File: src/rtl/vga_capture.sv
// vga_capture: measures VGA sync timing, locks onto a stable raster and writes
// one requested frame of active pixels into a linear frame buffer.
module vga_capture #(
  parameter int H_ACTIVE = 640,
  parameter int H_BP     = 48,
  parameter int V_ACTIVE = 480,
  parameter int V_BP     = 33
) (
  input  logic        clk,
  input  logic        reset_n,
  input  logic        hsync_in,
  input  logic        vsync_in,
  input  logic [2:0]  pixel_in,
  input  logic        capture_req,
  output logic        wr_en,
  output logic [18:0] wr_addr,
  output logic [2:0]  wr_data,
  output logic        busy,
  output logic        frame_done,
  output logic        frame_err,
  output logic        locked,
  output logic [9:0]  h_total,
  output logic [9:0]  v_total
);

  localparam logic [9:0]  H_FIRST   = 10'(H_BP);
  localparam logic [9:0]  H_LAST    = 10'(H_BP + H_ACTIVE - 1);
  localparam logic [9:0]  V_FIRST   = 10'(V_BP);
  localparam logic [9:0]  V_LAST    = 10'(V_BP + V_ACTIVE - 1);
  localparam logic [9:0]  H_MIN     = 10'(H_BP + H_ACTIVE);
  localparam logic [9:0]  V_MIN     = 10'(V_BP + V_ACTIVE);
  localparam logic [18:0] ADDR_LAST = 19'(H_ACTIVE * V_ACTIVE - 1);

  typedef enum logic [1:0] {
    SEARCH  = 2'd0,
    MEASURE = 2'd1,
    LOCKED  = 2'd2
  } lock_state_t;

  typedef enum logic [1:0] {
    IDLE    = 2'd0,
    ARMED   = 2'd1,
    CAPTURE = 2'd2
  } cap_state_t;

  function automatic logic [9:0] sat_inc(input logic [9:0] val);
    if (val == 10'd1023) begin
      return 10'd1023;
    end else begin
      return val + 10'd1;
    end
  endfunction

  logic        hs_r, vs_r, hs_d_r, vs_d_r;
  logic [2:0]  px_r;
  logic [9:0]  h_cnt_r, v_cnt_r, h_total_r, v_total_r;
  lock_state_t lock_state_r;
  cap_state_t  cap_state_r;
  logic [18:0] addr_cnt_r;
  logic        locked_r, busy_r, wr_en_r, frame_done_r, frame_err_r;
  logic [18:0] wr_addr_r;
  logic [2:0]  wr_data_r;

  logic        hs_edge_s, vs_edge_s, active_s, lock_loss_s;
  logic [9:0]  h_meas_s, v_meas_s, h_idx_s, v_idx_s, h_check_s;

  // Input synchroniser stage plus one-cycle history for edge detection.
  always_ff @(posedge clk or negedge reset_n) begin
    if (!reset_n) begin
      hs_r   <= 1'b0;
      vs_r   <= 1'b0;
      hs_d_r <= 1'b0;
      vs_d_r <= 1'b0;
      px_r   <= 3'd0;
    end else begin
      hs_r   <= hsync_in;
      vs_r   <= vsync_in;
      hs_d_r <= hs_r;
      vs_d_r <= vs_r;
      px_r   <= pixel_in;
    end
  end

  // Raster position of the registered sample and lock-loss detection.
  always_comb begin
    hs_edge_s = hs_r & ~hs_d_r;
    vs_edge_s = vs_r & ~vs_d_r;
    h_meas_s  = sat_inc(h_cnt_r);
    v_meas_s  = sat_inc(v_cnt_r);
    if (hs_edge_s) begin
      h_idx_s   = 10'd0;
      h_check_s = h_meas_s;
    end else begin
      h_idx_s   = h_meas_s;
      h_check_s = h_total_r;
    end
    if (vs_edge_s) begin
      v_idx_s = 10'd0;
    end else if (hs_edge_s) begin
      v_idx_s = v_meas_s;
    end else begin
      v_idx_s = v_cnt_r;
    end
    active_s = (h_idx_s >= H_FIRST) && (h_idx_s <= H_LAST) &&
               (v_idx_s >= V_FIRST) && (v_idx_s <= V_LAST);
    // Any line or frame whose length disagrees with the last measurement breaks lock.
    lock_loss_s = (lock_state_r == LOCKED) &&
                  ((hs_edge_s && (h_meas_s != h_total_r)) ||
                   (vs_edge_s && (v_meas_s != v_total_r)));
  end

  // Position counters and measured line/frame lengths.
  always_ff @(posedge clk or negedge reset_n) begin
    if (!reset_n) begin
      h_cnt_r   <= 10'd0;
      v_cnt_r   <= 10'd0;
      h_total_r <= 10'd0;
      v_total_r <= 10'd0;
    end else begin
      h_cnt_r <= h_idx_s;
      v_cnt_r <= v_idx_s;
      if (hs_edge_s) begin
        h_total_r <= h_meas_s;
      end
      if (vs_edge_s) begin
        v_total_r <= v_meas_s;
      end
    end
  end

  // Lock FSM with registered locked flag.
  always_ff @(posedge clk or negedge reset_n) begin
    if (!reset_n) begin
      lock_state_r <= SEARCH;
      locked_r     <= 1'b0;
    end else begin
      case (lock_state_r)
        SEARCH: begin
          locked_r <= 1'b0;
          if (vs_edge_s) begin
            lock_state_r <= MEASURE;
          end
        end
        MEASURE: begin
          if (vs_edge_s && (h_check_s >= H_MIN) && (v_meas_s >= V_MIN)) begin
            lock_state_r <= LOCKED;
            locked_r     <= 1'b1;
          end else begin
            locked_r     <= 1'b0;
          end
        end
        LOCKED: begin
          if (lock_loss_s) begin
            lock_state_r <= SEARCH;
            locked_r     <= 1'b0;
          end else begin
            locked_r     <= 1'b1;
          end
        end
        default: begin
          lock_state_r <= SEARCH;
          locked_r     <= 1'b0;
        end
      endcase
    end
  end

  // Capture FSM: arms on request, writes one locked frame, aborts on lock loss.
  always_ff @(posedge clk or negedge reset_n) begin
    if (!reset_n) begin
      cap_state_r  <= IDLE;
      addr_cnt_r   <= 19'd0;
      busy_r       <= 1'b0;
      wr_en_r      <= 1'b0;
      wr_addr_r    <= 19'd0;
      wr_data_r    <= 3'd0;
      frame_done_r <= 1'b0;
      frame_err_r  <= 1'b0;
    end else begin
      wr_en_r      <= 1'b0;
      frame_done_r <= 1'b0;
      frame_err_r  <= 1'b0;
      case (cap_state_r)
        IDLE: begin
          if (capture_req) begin
            cap_state_r <= ARMED;
            busy_r      <= 1'b1;
          end else begin
            busy_r      <= 1'b0;
          end
        end
        ARMED: begin
          busy_r <= 1'b1;
          if (vs_edge_s && (lock_state_r == LOCKED) && !lock_loss_s) begin
            cap_state_r <= CAPTURE;
            addr_cnt_r  <= 19'd0;
          end
        end
        CAPTURE: begin
          if (lock_loss_s) begin
            cap_state_r <= IDLE;
            busy_r      <= 1'b0;
            frame_err_r <= 1'b1;
          end else if (active_s) begin
            wr_en_r    <= 1'b1;
            wr_addr_r  <= addr_cnt_r;
            wr_data_r  <= px_r;
            addr_cnt_r <= addr_cnt_r + 19'd1;
            if (addr_cnt_r == ADDR_LAST) begin
              frame_done_r <= 1'b1;
              cap_state_r  <= IDLE;
              busy_r       <= 1'b0;
            end
          end
        end
        default: begin
          cap_state_r <= IDLE;
          busy_r      <= 1'b0;
        end
      endcase
    end
  end

  assign wr_en      = wr_en_r;
  assign wr_addr    = wr_addr_r;
  assign wr_data    = wr_data_r;
  assign busy       = busy_r;
  assign frame_done = frame_done_r;
  assign frame_err  = frame_err_r;
  assign locked     = locked_r;
  assign h_total    = h_total_r;
  assign v_total    = v_total_r;

endmodule

File: config.mk
export PLATFORM = sky130hd
export DESIGN_NAME = vga_capture
export DESIGN_NICKNAME = d
export VERILOG_FILES = /design/src/rtl/vga_capture.sv
export SDC_FILE = /design/constraint.sdc
export NUM_CORES = 1
export LEC_CHECK = 0
export CAP_MARGIN = 20
export CORE_AREA = 2 2 121 123
export CTS_CLUSTER_DIAMETER = 30
export DETAILED_ROUTE_END_ITERATION = 16
export DIE_AREA = 0 0 123 125
export PLACE_DENSITY = 0.63
export SYNTH_ARGS = -nofsm -noshare
export SYNTH_HDL_FRONTEND = slang
export SYNTH_SLANG_ARGS = --single-unit
File: constraint.sdc
create_clock -name clk -period 3.5 [get_ports clk]
set_clock_uncertainty 0.2 [all_clocks]
set_input_delay 0.525 -clock clk [delete_from_list [all_inputs] [get_ports clk]]
set_output_delay 0.525 -clock clk [all_outputs]
set_load 0.02 [all_outputs]
=== After elaboration in Yosys (flattened, before gate mapping) ===
Index checks and enable logic that the tools add are counted.

* Register bits: 97
* Bits in latches: 0
* Bits in writable memories: 0
* Memory bits (read-only): 0
* Input port bits: 8
* Output and inout bits: 47
* Logic and storage cells: 108
* Memories kept: 0

* $add $sub $neg: 3
* Multipliers: 0
* Div/mod/pow operators: 0
* Order comparisons: 6
* Equality and inequality tests: 18
* Shift-type cells: 0
* Mux-type cells: 37
* Bitwise operators: 5
* Reductions and logical operators: 20

{| class="wikitable"
|+ Operator list
! kind !! count
|-
| 2-to-1 mux 10 bit || 6
|-
| 2-to-1 mux 19 bit || 3
|-
| case mux 19 bit (2 select lines) || 1
|-
| adder 10 x 1 -> 10 bit (second input constant) || 2
|-
| == test 10 bit (second input constant) || 2
|-
| greater-or-equal comparator 10 bit (second input constant) || 2
|-
| greater-or-equal comparator 10 x 6 -> 1 bit (second input constant) || 2
|-
| less-or-equal comparator 10 bit (second input constant) || 2
|-
| inequality test 10 bit || 2
|-
| adder 19 x 1 -> 19 bit (second input constant) || 1
|-
| == test 19 bit (second input constant) || 1
|-
| 2-to-1 mux 2 bit || 8
|-
| 2-to-1 mux 1 bit || 15
|-
| inequality test 2 bit (second input constant) || 7
|-
| case mux 2 bit (3 select lines) || 2
|-
| logical AND 1 bit || 10
|-
| AND reduction 4 bit || 2
|-
| inequality test 3 bit (second input constant) || 2
|-
| AND reduction 3 bit || 2
|-
| == test 2 x 1 -> 1 bit (second input constant) || 2
|-
| == test 2 bit (second input constant) || 2
|-
| logical NOT 2 bit || 2
|-
| inverter 1 bit || 3
|-
| case mux 1 bit (3 select lines) || 1
|-
| 6 further kinds || 7
|}

=== Longest topological paths before layout ===
Gate-level depths: netlist (run 1).

* Depth after elaboration: 10
* Mapped depth: 14

=== Worst setup path before layout (run 1) ===
No wires, ideal clock.

* Kind: reg2reg
* From: register v_cnt_r[1]
* To: register addr_cnt_r[15]
* Setup time: 134 ps
* Arrival: 3104 ps
* Setup slack: 61 ps
* Cell stages (with the launch flop): 13
* Path buffers: 3
* Period minus slack after synthesis: 3439 ps
* Cell sequence: dfrtp_1 ha_1 buf_6 and2_4 buf_6 a31oi_4 a21oi_2 or4_4 or3_1 a211o_1 buf_2 o41ai_1 a21oi_1

* Elaborated cells between the ends (all ways): 19

{| class="wikitable"
|+ RTL lines
! what !! line !! RTL
|-
| start: declaration || 56 || <nowiki>logic [9:0] h_cnt_r, v_cnt_r, h_total_r, v_total_r;</nowiki>
|-
| start signal: assignment || 121 || <nowiki>v_cnt_r <= v_idx_s;</nowiki>
|-
| adder 10 x 1 -> 10 bit / == test 10 bit (equally long branches) || 50, 47 ||
|-
| 2-to-1 mux 10 bit || 47 || <nowiki>if (val == 10'd1023) begin</nowiki>
|-
| 2-to-1 mux 10 bit (*) || 99 || <nowiki>end else if (hs_edge_s) begin</nowiki>
|-
| 2-to-1 mux 10 bit (*) || 97 || <nowiki>if (vs_edge_s) begin</nowiki>
|-
| via v_idx_s[1] || 65 || <nowiki>logic [9:0] h_meas_s, v_meas_s, h_idx_s, v_idx_s, h_check_s;</nowiki>
|-
| greater-or-equal comparator 10 x 6 -> 1 bit || 105 || <nowiki>(v_idx_s >= V_FIRST) && (v_idx_s <= V_LAST);</nowiki>
|-
| logical AND 1 bit || 104 || <nowiki>active_s = (h_idx_s >= H_FIRST) && (h_idx_s <= H_LAST) &&</nowiki>
|-
| logical AND 1 bit (*) || 105 ||
|-
| inequality test 2 bit (no source line) (*) || - ||
|-
| AND reduction 4 bit (no source line) (*) || - ||
|-
| end signal: assignment || 208 || <nowiki>addr_cnt_r <= addr_cnt_r + 19'd1;</nowiki>
|-
| end: declaration || 59 || <nowiki>logic [18:0] addr_cnt_r;</nowiki>
|}

Mark *: on every way through the listed nets, which the timed path passes. The rest lies on a longest branch.
A chain may end at the register's enable or synchronous reset.

=== Worst setup path after layout (run 1) ===
* From: register v_cnt_r[0]
* To: register addr_cnt_r[9]

* Elaborated cells between the ends (all ways): 19

{| class="wikitable"
|+ RTL lines
! what !! line
|-
| adder 10 x 1 -> 10 bit / == test 10 bit (equally long branches) || 50, 47
|-
| 2-to-1 mux 10 bit (*) || 47
|-
| 2-to-1 mux 10 bit (*) || 99
|-
| 2-to-1 mux 10 bit (*) || 97
|-
| via v_idx_s[1] || 65
|-
| greater-or-equal comparator 10 x 6 -> 1 bit || 105
|-
| logical AND 1 bit || 104
|-
| logical AND 1 bit (*) || 105
|-
| inequality test 2 bit (no source line) (*) || -
|-
| AND reduction 4 bit (no source line) (*) || -
|}

Marks and branches as above.

==> results.md, run 1 <==
Status:
- The run finished with clean final reports.

Yosys:
- Of the post-synthesis cell area, the dominant cell type holds 44.3%.
- The fraction of the mapped netlist area in compound gates is 20.0%.
- Yosys mapped a number of flops with a built-in enable equal to 0.
- The main combinational cell family by area after synthesis is simple AND/OR/NAND/NOR gates.
- Yosys attributes the largest share of cell area to dfrtp_1 44%, nand2_1 7.1%, a21oi_1 3.6%.
- The number of nets handed over by synthesis was 635.
- The yosys synthesis warning count is 0.
- The count of distinct cell types in the synthesized netlist is 73.
- The synthesized netlist devotes 2.21% of its cell area to XOR and XNOR gates.
- After synthesis the cells add up to 5480 um^2.
- Summed over all instances, the cell type with the most area after synthesis is dfrtp_1.
- Synthesis produced a netlist whose cell count is 621.
- Sequential elements use 44.3% of the synthesized area.
- Of the total synthesized cell area, the portion taken by full adders, half adders and majority gates is 1.37%.
- The simple logic cell fraction of the synthesized area is 25.8%.
- The fraction of synthesized area in multiplexers is 1.67%.
- The leading register cell type out of synthesis is dfrtp_1.
- The synthesized area per cell is 8.83 um^2.
- The fraction of registers with async set or reset after synthesis is 100%.
- In this run, synthesis produced a sequential element count of 97.

Floorplan:
- In this run the count of I/O pins placed on the die edge is 55.
- The die extent in x is 123 um.
- The die is 125 um tall.
- The area of the die is 15400 um^2.
- The floorplan has 44 rows.
- The starting utilization of the core area is 38.6%.
- The core area is 14200 um^2.

Pwr:
- Of the total power, the share spent switching nets is 29.4%.
- Internal power comes to 2050 uW.
- The worst-case IR drop observed on VDD is 0.271 mV.
- The design draws 2900 uW.
- Power spread over the standard cell area amounts to 426 nW/um^2.
- The standby leakage power is 0.00293 uW.
- Of the total power, the clock network draws 35.0%.
- The share of total power dissipated in combinational logic is 21.0%.
- The power spent charging and discharging nets is 852 uW.
- In this run, flip-flops and latches consume 44.0% of the power.

Setup path:
- The end point of the critical path is addr_cnt_r[9]$_DFFE_PN0P_.
- The worst register-to-register path begins at v_cnt_r[0]$_DFF_PN0_.
- The endpoint identified for the worst register-to-register timing path is addr_cnt_r[9]$_DFFE_PN0P_.
- STA puts the critical path data arrival time at 3.41 ns.
- The endpoint type of the worst setup path is a flip-flop.
- The number of cell instances on the worst register-to-register path is 9.
- The start-to-end type of the worst setup path is reg2reg.
- Data on the critical path is required at its endpoint by 3.58 ns.
- Setup slack on the worst reg-to-reg path comes out at 0.17 ns.
- The nature of the critical path startpoint is a flip-flop.
- The critical-path maximum fanout is 8.
- The startpoint of the worst setup timing path is v_cnt_r[0]$_DFF_PN0_.

Finish:
- The number of cells in the finished layout apart from fillers is 884.
- The synthesis-to-finish area growth is 24.2%.
- At the end of the flow the core is filled with cells to 48.0%.
- The layout has 1369 filler cells.
- 0 antenna diodes ended up in the layout.
- The post-route netlist has 12.7% of its cells at a drive strength greater than 1.
- The top cell types in the final layout, fill and taps aside, are 104 x nand2_1, 96 x dfrtp_1, 53 x clkdlybuf4s50_1.
- The commonest non-fill, non-tap cell in the layout is nand2_1.
- The total number of nets in the final design is 710.

Clock tree:
- The number of CTS-inserted buffers is 9.
- The clock transition time at the flip-flop clock pins of the worst setup and hold paths is 0.07 ns.
- Buffers added to address setup during post-CTS repair amount to 0.
- The root buffer cell is clkbuf_16.
- In this run the deepest clock path goes through 2 buffers.
- The insertion delay to the later sink of the worst-skew pair is 0.35 ns.
- The level count of the clock H-tree is 3.
- The TritonCTS clock tree is yes.
- The CTS sink count is 97.

STA:
- Setup total negative slack on the finished layout was measured at 0 ns.
- Setup violations remaining at the end of the flow were counted as 0.
- The number of hold violations in the final report came to 0.
- Setup repair after global routing left no endpoint under its margin.
- In the post-route analysis, the smallest setup slack over all paths is 0.171 ns.
- The count of pins over their slew limit is 0.
- Counting I/O delays and the setup requirement, the final critical path takes 3.33 ns.
- The transition time of the tightest slew-check pin is 0.539 ns.
- After layout, the worst path uses 95.1% of the clock period.
- The maximum clock frequency is 300 MHz.
- Measured against its own limit, the worst slew margin works out to 63.8%.

Placement:
- Before CTS, the worst setup slack after placement is 0.0544 ns.
- Routability-driven placement finished with a final weighted congestion of 0.888.
- Once detailed placement completed, the half-perimeter wirelength came to 10200 um.
- During placement, the flow inserted port buffers numbering 54.
- Counting tap cells, the placed design contains a total of 868 instances.

Detailed routing:
- Dividing the detail-routed wire length by the instance count gives 15.9 um.
- The highest layer used for signal routing is met4.
- After the first detailed-routing iteration, the DRC count stood at 313.
- Using the TritonRoute via totals, the vias-per-cell ratio works out to 5.63.
- The detailed router placed 4979 vias in this run.
- The met2 routed wirelength is 6520 um.
- The remaining design rule violation count is 0.
- The total wire length after detailed routing is 14000 um.
- The routed length on met3 is 548 um.
- For this block, wires on met1 add up to 6630 um.
- The detail route stage leaves a number of antenna-violating nets equal to 0.
- Before antenna repair, the detailed router went through 5 iterations.

Global routing:
- Global routing used 19.4% of the available tracks.
- The wire length of the first global-routing pass is 23900 um.
- The via count of the first global-routing pass was 4852.
- The pin count of the biggest net entering global routing is 61.
- For this run the aggregate overflow at the end of global routing stands at 0.
- The initial antenna violation count is 0.

Hold path:
- The worst min-delay path category is reg2reg.

Run:
- Max-cap violations in this run came to 0.
cell type report:
type                    instances  area [um^2]  area share, %
multi-input cells             467         2840           41.6
flip-flops and latches         97         2430           35.6
repair buffers                105          961           14.1
clock buffers                  13          260           3.82
well taps                     184          230           3.38
inverters                      16         60.1          0.882
clock inverters                 2         37.5          0.551
synth_stat cells, types with 4 or more instances:
| master | count |
|---|---|
| a211o_1 | 4 |
| or4_1 | 4 |
| a21o_1 | 7 |
| nand3_1 | 23 |
| and3_1 | 13 |
| or3_1 | 15 |
| nand4_1 | 15 |
| nor3_1 | 7 |
| nor2_1 | 36 |
| o21ai_0 | 37 |
| o21a_1 | 6 |
| nand2_1 | 104 |
| nor4_1 | 4 |
| xnor2_1 | 7 |
| dfrtp_1 | 97 |
| inv_1 | 16 |
| nand2b_1 | 8 |
| a31o_2 | 5 |
| ha_1 | 6 |
| xor2_1 | 5 |
| a21oi_1 | 39 |
| o21ai_1 | 8 |
| and4_1 | 7 |
| and2_1 | 8 |
| a41oi_1 | 4 |
| mux2i_1 | 8 |
| buf_2 | 16 |
| clkbuf_1 | 19 |
| nor2b_1 | 8 |
| a31oi_1 | 13 |
| nand3b_1 | 5 |
critical path: stages, from the launching register on:
cell and delay [ns]:
dfrtp_1 0.38, ha_1 0.24, and2_4 0.16, a31oi_4 0.20, a21oi_2 0.10, or4_4 0.52
or3_4 0.39, a211o_4 0.38, or4_1 0.53, a21oi_2 0.15
how the worst min path moves through the flow:
stage,startpoint,end,slack (ns),depth (start not counted)
final,vs_r$_DFF_PN0_,vs_d_r$_DFF_PN0_,0.21,0
after floorplan,reset_n,addr_cnt_r[0]$_DFFE_PN0P_,0.03,0
after global placement,vs_r$_DFF_PN0_,vs_d_r$_DFF_PN0_,0.20,0
after global routing,vs_r$_DFF_PN0_,vs_d_r$_DFF_PN0_,0.24,0
after detailed placement,vs_r$_DFF_PN0_,vs_d_r$_DFF_PN0_,0.20,0
after CTS,vs_r$_DFF_PN0_,vs_d_r$_DFF_PN0_,0.21,0
kinds of logic after synthesis:
family	after synthesis
AOI/OAI and AO/OA	164
xor gates and xnor gates	13
adders and majority gates	6
buffers and inverters	57
DFF	97
muxes	9
and+or+nand+nor	275
repair_timing:
item | CTS | global route
endpoints found under the hold margin | 37 | 0
hold buffers | 1 | 0
resized for setup | 0 | 9
endpoints found under the setup margin | 0 | 33
state kept, by name (all words and copies together) (netlist names), 2 cells and up:
name / flops
h_total: 10
cap_state_r: 2
h_cnt_r: 10
v_total: 10
wr_addr: 19
addr_cnt_r: 19
wr_data: 3
px_r: 3
lock_state_r: 2
v_cnt_r: 10
routing by layer:
layer  track usage [%]  up-vias
met5                 0        -
met4              7.62        0
met3              2.97       23
met2              29.7      128
met1              27.6     2409
li1                  -     2419
power by group through the flow:
stage	Sequential (uW)	Clock, uW	Combinational (uW)
after floorplan	1300	0	359
after global placement	1290	0	572
after detailed placement	1300	0	590
after CTS	1280	1030	595
after global routing	1290	1080	670
final	1280	1010	610
stage by stage:
stage / cell area, um^2 / hold WS [ns]
after floorplan: 5480 / 0.0294
after global placement: 6470 / 0.195
after detailed placement: 6470 / 0.204
after CTS: 6780 / 0.214
after global routing: 6810 / 0.241
final: 6810 / 0.212
(Power assumes the default switching activity.)
==> run 2, diff against run 1 <==
Settings changed: PLACE_DENSITY 0.63 to 0.59.
==> run 2 against run 1 <==
Net effect: sequential power barely moved; non-clock buffer count rose by 5; clock power rose by 6%; clock-buffer cell count fell by 4; global-route usage rose by 0.38 points.
==> results.md, run 2 (synthesis gave the netlist of run 1 again) <==
Detailed routing:
- The starting DRC count in detailed routing came to 352 (was 313).
- The total wire length after detailed routing is 14800 um (was 14000 um).
- The number of optimization iterations in the first detailed-route pass is 5 (unchanged).
- The detail-routed net length per standard cell was 16.6 um (was 15.9 um).
- The post-detailed-route via-to-cell ratio was 5.64 (was 5.63).
- The number of nets with antenna violations after detailed routing is 0 (unchanged).
- The via total after detailed routing is 5028 (was 4979).
- The remaining design rule violation count came to 0 (unchanged).

STA:
- The setup-violating endpoint count in the final report is 0 (unchanged).
- The period utilization is 95.5% (was 95.1%).
- The worst relative slew slack is 50.7% (was 63.8%).
- The final-layout worst hold slack came to 0.0302 ns (was 0.212 ns).
- The count of pins over their slew limit is 0 (unchanged).
- The maximum clock frequency is 299 MHz (was 300 MHz).
- The transition time of the tightest slew-check pin is 0.739 ns (was 0.539 ns).
- The setup total negative slack came to 0 ns (unchanged).
- Setup repair after global routing missed its margin: no (unchanged).
- The minimum period implied by the final worst setup slack is 3.34 ns (was 3.33 ns).
- The number of hold violations in the final report is 0 (unchanged).

Hold path:
- The worst min-delay path category was in2async (was reg2reg).

Setup path:
- The data arrival time of the worst path is 3.37 ns (was 3.41 ns).
- The required time of the worst setup path came to 3.53 ns (was 3.58 ns).
- The number of cell instances on the worst register-to-register path was 10 (was 9).
- The start-to-end type of the worst setup path is reg2reg (unchanged).
- The nature of the critical path startpoint is a flip-flop (unchanged).
- The endpoint type of the worst setup path is a flip-flop (unchanged).
- The critical-path maximum fanout is 12 (was 8).

Run:
- The count of maximum capacitance violations is 0 (unchanged).

Floorplan:
- The area of the die is 15400 um^2 (unchanged).
- The die height came to 125 um (unchanged).
- The core area came to 14200 um^2 (unchanged).
- The die extent in x was 123 um (unchanged).
- The number of rows created at floorplan is 44 (unchanged).
- The starting utilization of the core area is 38.6% (unchanged).
- The boundary pin count is 55 (unchanged).

Finish:
- The number of diodes is 0 (unchanged).
- The total number of nets in the final design is 716 (was 710).
- The filler cell count in the final layout was 1381 (was 1369).
- Commonest non-fill, non-tap cells in the layout: 104 x nand2_1, 97 x dfrtp_1, 54 x buf_4 (was 104 x nand2_1, 96 x dfrtp_1, 53 x clkdlybuf4s50_1).
- The commonest non-fill, non-tap cell in the layout is nand2_1 (unchanged).
- The share of post-route cells with drive strength above 1 is 14.6% (was 12.7%).
- The synthesis-to-finish area growth is 25.5% (was 24.2%).

Placement:
- The number of I/O port buffers is 54 (unchanged).
- The detailed-placement wirelength estimate is 10500 um (was 10200 um).
- The global placement routability congestion is 0.871 (was 0.888).

Pwr:
- The standby leakage power came to 0.00296 uW (was 0.00293 uW).
- The power density over cell area is 430 nW/um^2 (was 426 nW/um^2).
- The largest voltage drop on the vdd net came to 0.207 mV (was 0.271 mV).

Clock tree:
- The root buffer cell was clkbuf_16 (unchanged).
- The clock transition time at the flip-flop clock pins of the worst setup and hold paths is 0.07 ns (about the same).
- The number of CTS-inserted buffers came to 9 (unchanged).
- The number of buffers inserted by hold repair at cts is 0 (was 1).
- The level count of the clock H-tree is 3 (unchanged).
- The CTS sink count is 97 (unchanged).
- The largest buffer count on any clock path is 2 (unchanged).
- The TritonCTS clock tree is yes (unchanged).
- The number of buffers added for setup after CTS is 0 (unchanged).
- The insertion delay to the later sink of the worst-skew pair is 0.35 ns (about the same).

Global routing:
- The total overflow reported by the global router was 0 (unchanged).
- The pin count of the biggest net entering global routing is 56 (was 61).
- The overall fraction of global-route tracks in use is 19.8% (was 19.4%).
- The initial antenna violation count is 0 (unchanged).
- The wire length of the first global-routing pass was 24500 um (was 23900 um).
- The via count of the first global-routing pass was 4904 (was 4852).

Status:
- Status: finished clean (unchanged).
run 2: timing repair:
| action | in CTS | in global routing |
|---|---|---|
| gates resized for setup | 1 | 13 |
| setup endpoints to repair | 1 | 34 |
| pin swaps | 0 | 1 |
| cloned | 0 | 1 |
run 2: final cells by class:
type | count | area, um^2 | area share (%)
clock inverters | 7 | 95.1 | 1.38
inverters | 16 | 60.1 | 0.873
well taps | 184 | 230 | 3.35
flip-flops and latches | 97 | 2430 | 35.3
multi-input cells | 468 | 2860 | 41.6
clock buffers | 9 | 225 | 3.27
repair buffers | 110 | 978 | 14.2
run 2: worst max-delay path, cell delays in order, from the launching register on:
cell	delay, ns
dfrtp_1	0.39
ha_2	0.22
and2_4	0.16
a31oi_4	0.20
a21oi_2	0.10
or4_4	0.53
or3_4	0.41
a211o_4	0.37
buf_4	0.18
o41ai_2	0.35
a21oi_1	0.10
run 2: power breakdown:
group / switching, uW / internal (uW) / total, uW / leakage [uW]
logic: 335 / 272 / 606 / 0.00151
clock network: 447 / 626 / 1070 / 0.000155
registers: 92.0 / 1190 / 1280 / 0.00130
run 2: worst paths after layout:
kind,start,end,slack [ns]
min reg2reg,vs_r$_DFF_PN0_,vs_d_r$_DFF_PN0_,0.21
max reg2reg,v_cnt_r[0]$_DFF_PN0_,addr_cnt_r[17]$_DFFE_PN0P_,0.16
min,reset_n,wr_data[2]$_DFFE_PN0P_,0.03
max,v_cnt_r[0]$_DFF_PN0_,addr_cnt_r[17]$_DFFE_PN0P_,0.16
min in group clk,vs_r$_DFF_PN0_,vs_d_r$_DFF_PN0_,0.21
max in group asynchronous,reset_n,wr_addr[6]$_DFFE_PN0P_,2.36
run 2: layer usage:
metal	global-route usage [%]	up-vias	wire, um
met5	0	-	0
met4	5.41	0	193
met3	3.83	16	569
met2	30.0	103	6880
met1	28.9	2480	7140
li1	-	2429	-
run 2: per-stage QoR:
step	utilization (%)	std cells	instance area [um^2]	total power, uW	setup WS (ns)
floorplan	-	621	5480	1660	0.0614
global placement	45.7	874	6490	1880	0.113
detailed placement	45.7	874	6490	1890	0.00549
CTS	48.0	890	6810	2980	0.00304
global route	48.4	891	6880	3100	0.000701
finish	48.4	891	6880	2960	0.156
==> run 3, diff against run 2 <==
Settings changed: GPL_TIMING_DRIVEN from default to 0.
==> run 3 against run 2 <==
Net effect: die area unchanged; clock-buffer cell count grew 1; non-clock buffer count down 6; power decreased by 1.3%; maximum frequency fell by 1.7%; largest power group unchanged.
==> results.md, run 3 (synthesis gave the netlist of run 1 again) <==
Detailed routing:
- The starting DRC count in detailed routing was 367 (was 352).
- The number of optimization iterations in the first detailed-route pass came to 7 (was 5).
- The detail-routed net length per standard cell is 16.9 um (was 16.6 um).
- The total wire length after detailed routing is 14900 um (was 14800 um).
- The post-detailed-route via-to-cell ratio was 5.63 (was 5.64).
- The via total after detailed routing is 4971 (was 5028).
- The remaining design rule violation count came to 0 (unchanged).
- The number of nets with antenna violations after detailed routing came to 0 (unchanged).

Setup path:
- The start-to-end type of the worst setup path is reg2reg (unchanged).
- The nature of the critical path startpoint is a flip-flop (unchanged).
- The data arrival time of the worst path is 3.48 ns (was 3.37 ns).
- The startpoint of the worst setup timing path is v_cnt_r[0]$_DFF_PN0_ (unchanged).
- The end point of the critical path is addr_cnt_r[11]$_DFFE_PN0P_ (was addr_cnt_r[17]$_DFFE_PN0P_).
- The startpoint of the most critical register-to-register path is v_cnt_r[0]$_DFF_PN0_ (unchanged).
- The critical register-to-register path endpoint is addr_cnt_r[11]$_DFFE_PN0P_ (was addr_cnt_r[17]$_DFFE_PN0P_).
- The number of cell instances on the worst register-to-register path is 11 (was 10).
- The endpoint type of the worst setup path was a flip-flop (unchanged).
- The required time of the worst setup path was 3.58 ns (was 3.53 ns).
- The internal reg-to-reg setup slack is 0.1 ns (was 0.16 ns).
- The critical-path maximum fanout came to 8 (was 12).

Finish:
- The commonest non-fill, non-tap cell in the layout is nand2_1 (unchanged).
- Commonest non-fill, non-tap cells in the layout: 104 x nand2_1, 95 x dfrtp_1, 53 x clkdlybuf4s50_1 (was 104 x nand2_1, 97 x dfrtp_1, 54 x buf_4).
- The number of diodes was 0 (unchanged).
- The synthesis-to-finish area growth was 27.0% (was 25.5%).
- The area taken by multi-input logic gates was 3060 um^2 (was 2860 um^2).
- The total number of nets in the final design is 709 (was 716).
- The register cell area after layout is 2430 um^2 (about the same).
- The share of post-route cells with drive strength above 1 is 15.9% (was 14.6%).
- The filler cell count in the final layout is 1357 (was 1381).

Pwr:
- The power spent charging and discharging nets was 881 uW (was 873 uW).
- The standby leakage power is 0.00292 uW (was 0.00296 uW).
- The sequential fraction of design power came to 43.3% (was 43.2%).
- The power density over cell area is 419 nW/um^2 (was 430 nW/um^2).
- The internal portion of total power was 2040 uW (was 2090 uW).
- The largest voltage drop on the vdd net is 0.211 mV (was 0.207 mV).
- The clock power share is 34.5% (was 36.3%).
- The combinational group share of total power is 22.3% (was 20.5%).
- The fraction of power spent switching nets is 30.2% (was 29.5%).

Floorplan:
- The die height is 125 um (unchanged).
- The area of the die is 15400 um^2 (unchanged).
- The starting utilization of the core area is 38.6% (unchanged).
- The boundary pin count is 55 (unchanged).
- The core area is 14200 um^2 (unchanged).
- The number of rows created at floorplan is 44 (unchanged).
- The die extent in x is 123 um (unchanged).

Global routing:
- The pin count of the biggest net entering global routing is 59 (was 56).
- The wire length of the first global-routing pass was 24500 um (about the same).
- The initial antenna violation count is 0 (unchanged).
- The overall fraction of global-route tracks in use was 20.0% (was 19.8%).
- The total overflow reported by the global router is 0 (unchanged).
- The via count of the first global-routing pass is 4813 (was 4904).

Clock tree:
- The root buffer cell is clkbuf_16 (unchanged).
- The number of CTS-inserted buffers was 9 (unchanged).
- The level count of the clock H-tree is 3 (unchanged).
- The CTS sink count is 97 (unchanged).
- The largest buffer count on any clock path is 2 (unchanged).
- The clock transition time at the flip-flop clock pins of the worst setup and hold paths was 0.07 ns (about the same).
- The TritonCTS clock tree is yes (unchanged).
- The insertion delay to the later sink of the worst-skew pair was 0.36 ns (was 0.35 ns).

STA:
- The minimum period implied by the final worst setup slack was 3.40 ns (was 3.34 ns).
- The final-layout worst hold slack came to 0.211 ns (was 0.0302 ns).
- The transition time of the tightest slew-check pin is 0.559 ns (was 0.739 ns).
- The setup-violating endpoint count in the final report is 0 (unchanged).
- The maximum clock frequency is 294 MHz (was 299 MHz).
- The setup total negative slack was 0 ns (unchanged).
- The count of pins over their slew limit came to 0 (unchanged).
- The worst relative slew slack came to 62.7% (was 50.7%).
- The number of hold violations in the final report is 0 (unchanged).
- The worst-case setup margin in the final layout came to 0.0982 ns (was 0.156 ns).
- The period utilization is 97.2% (was 95.5%).

Hold path:
- The worst min-delay path category is reg2reg (was in2async).

Run:
- The count of maximum capacitance violations was 0 (unchanged).

Status:
- Status: finished clean (unchanged).

Placement:
- The number of I/O port buffers is 54 (unchanged).
- The global placement routability congestion is 0.875 (was 0.871).
- The worst slack at placement is -0.902 ns (was 0.00549 ns).
- The detailed-placement wirelength estimate was 10200 um (was 10500 um).
-- run 3: metrics by stage --
| step | instance area [um^2] | util, % | power, uW | instances |
|---|---|---|---|---|
| finish | 6960 | 49.0 | 2920 | 883 |
| global route | 6960 | 49.0 | 3060 | 883 |
| CTS | 6760 | 47.6 | 2920 | 883 |
| detailed placement | 6280 | 44.2 | 1860 | 860 |
| global placement | 6250 | 44.0 | 1850 | 859 |
| floorplan | 5480 | - | 1660 | 621 |
-- run 3: power by group through the flow --
| stage | sequential, uW | combinational (uW) | clock, uW |
|---|---|---|---|
| after floorplan | 1300 | 359 | 0 |
| after CTS | 1260 | 631 | 1030 |
| after detailed placement | 1280 | 583 | 0 |
| final | 1260 | 650 | 1010 |
| after global placement | 1280 | 572 | 0 |
| after global routing | 1270 | 711 | 1070 |
-- run 3: worst min-delay path by stage --
| stage | start | to | slack, ns | depth (start not counted) |
|---|---|---|---|---|
| final | vs_r$_DFF_PN0_ | vs_d_r$_DFF_PN0_ | 0.21 | 0 |
| after global routing | vs_r$_DFF_PN0_ | vs_d_r$_DFF_PN0_ | 0.23 | 0 |
| after CTS | vs_r$_DFF_PN0_ | vs_d_r$_DFF_PN0_ | 0.21 | 0 |
| after detailed placement | vs_r$_DFF_PN0_ | vs_d_r$_DFF_PN0_ | 0.19 | 0 |
| after global placement | vs_r$_DFF_PN0_ | vs_d_r$_DFF_PN0_ | 0.19 | 0 |
| after floorplan | reset_n | addr_cnt_r[0]$_DFFE_PN0P_ | 0.03 | 0 |
-- run 3: routing by layer --
metal	up-vias	track usage [%]	share of wire [%]	wire length [um]
met5	-	0	0	0
met4	0	7.55	1.9	276
met3	19	2.83	3.6	543
met2	103	30.1	47	6930
met1	2443	29.1	48	7150
li1	2406	-	-	-
-- run 3: repair_timing --
| item | CTS | global route |
|---|---|---|
| resized for setup | 27 | 44 |
| hold endpoints to repair | 39 | 0 |
| hold buffers | 1 | 0 |
| gates cloned | 0 | 1 |
| setup buffers | 8 | 3 |
| pin swaps | 4 | 24 |
| setup endpoints to repair | 48 | 44 |
-- run 3: cell type report --
| type | instances | share of cell area [%] |
|---|---|---|
| sequential | 97 | 34.9 |
| multi-input combinational | 467 | 43.9 |
| tap | 184 | 3.31 |
| clock inverter | 5 | 0.809 |
| clock buffer | 10 | 3.43 |
| buffer | 36 | 2.95 |
| inverter | 16 | 0.863 |
| timing repair buffer | 68 | 9.81 |
-- run 3: worst max-delay path, cell delays in order (launching register included) --
cell       delay [ns]
dfrtp_1          0.42
ha_4             0.19
and2_4           0.13
buf_6            0.13
a31oi_4          0.19
a21oi_2          0.09
or4_4            0.50
or3_4            0.40
a211o_4          0.41
clkbuf_16        0.18
or3_1            0.37
a21oi_1          0.13
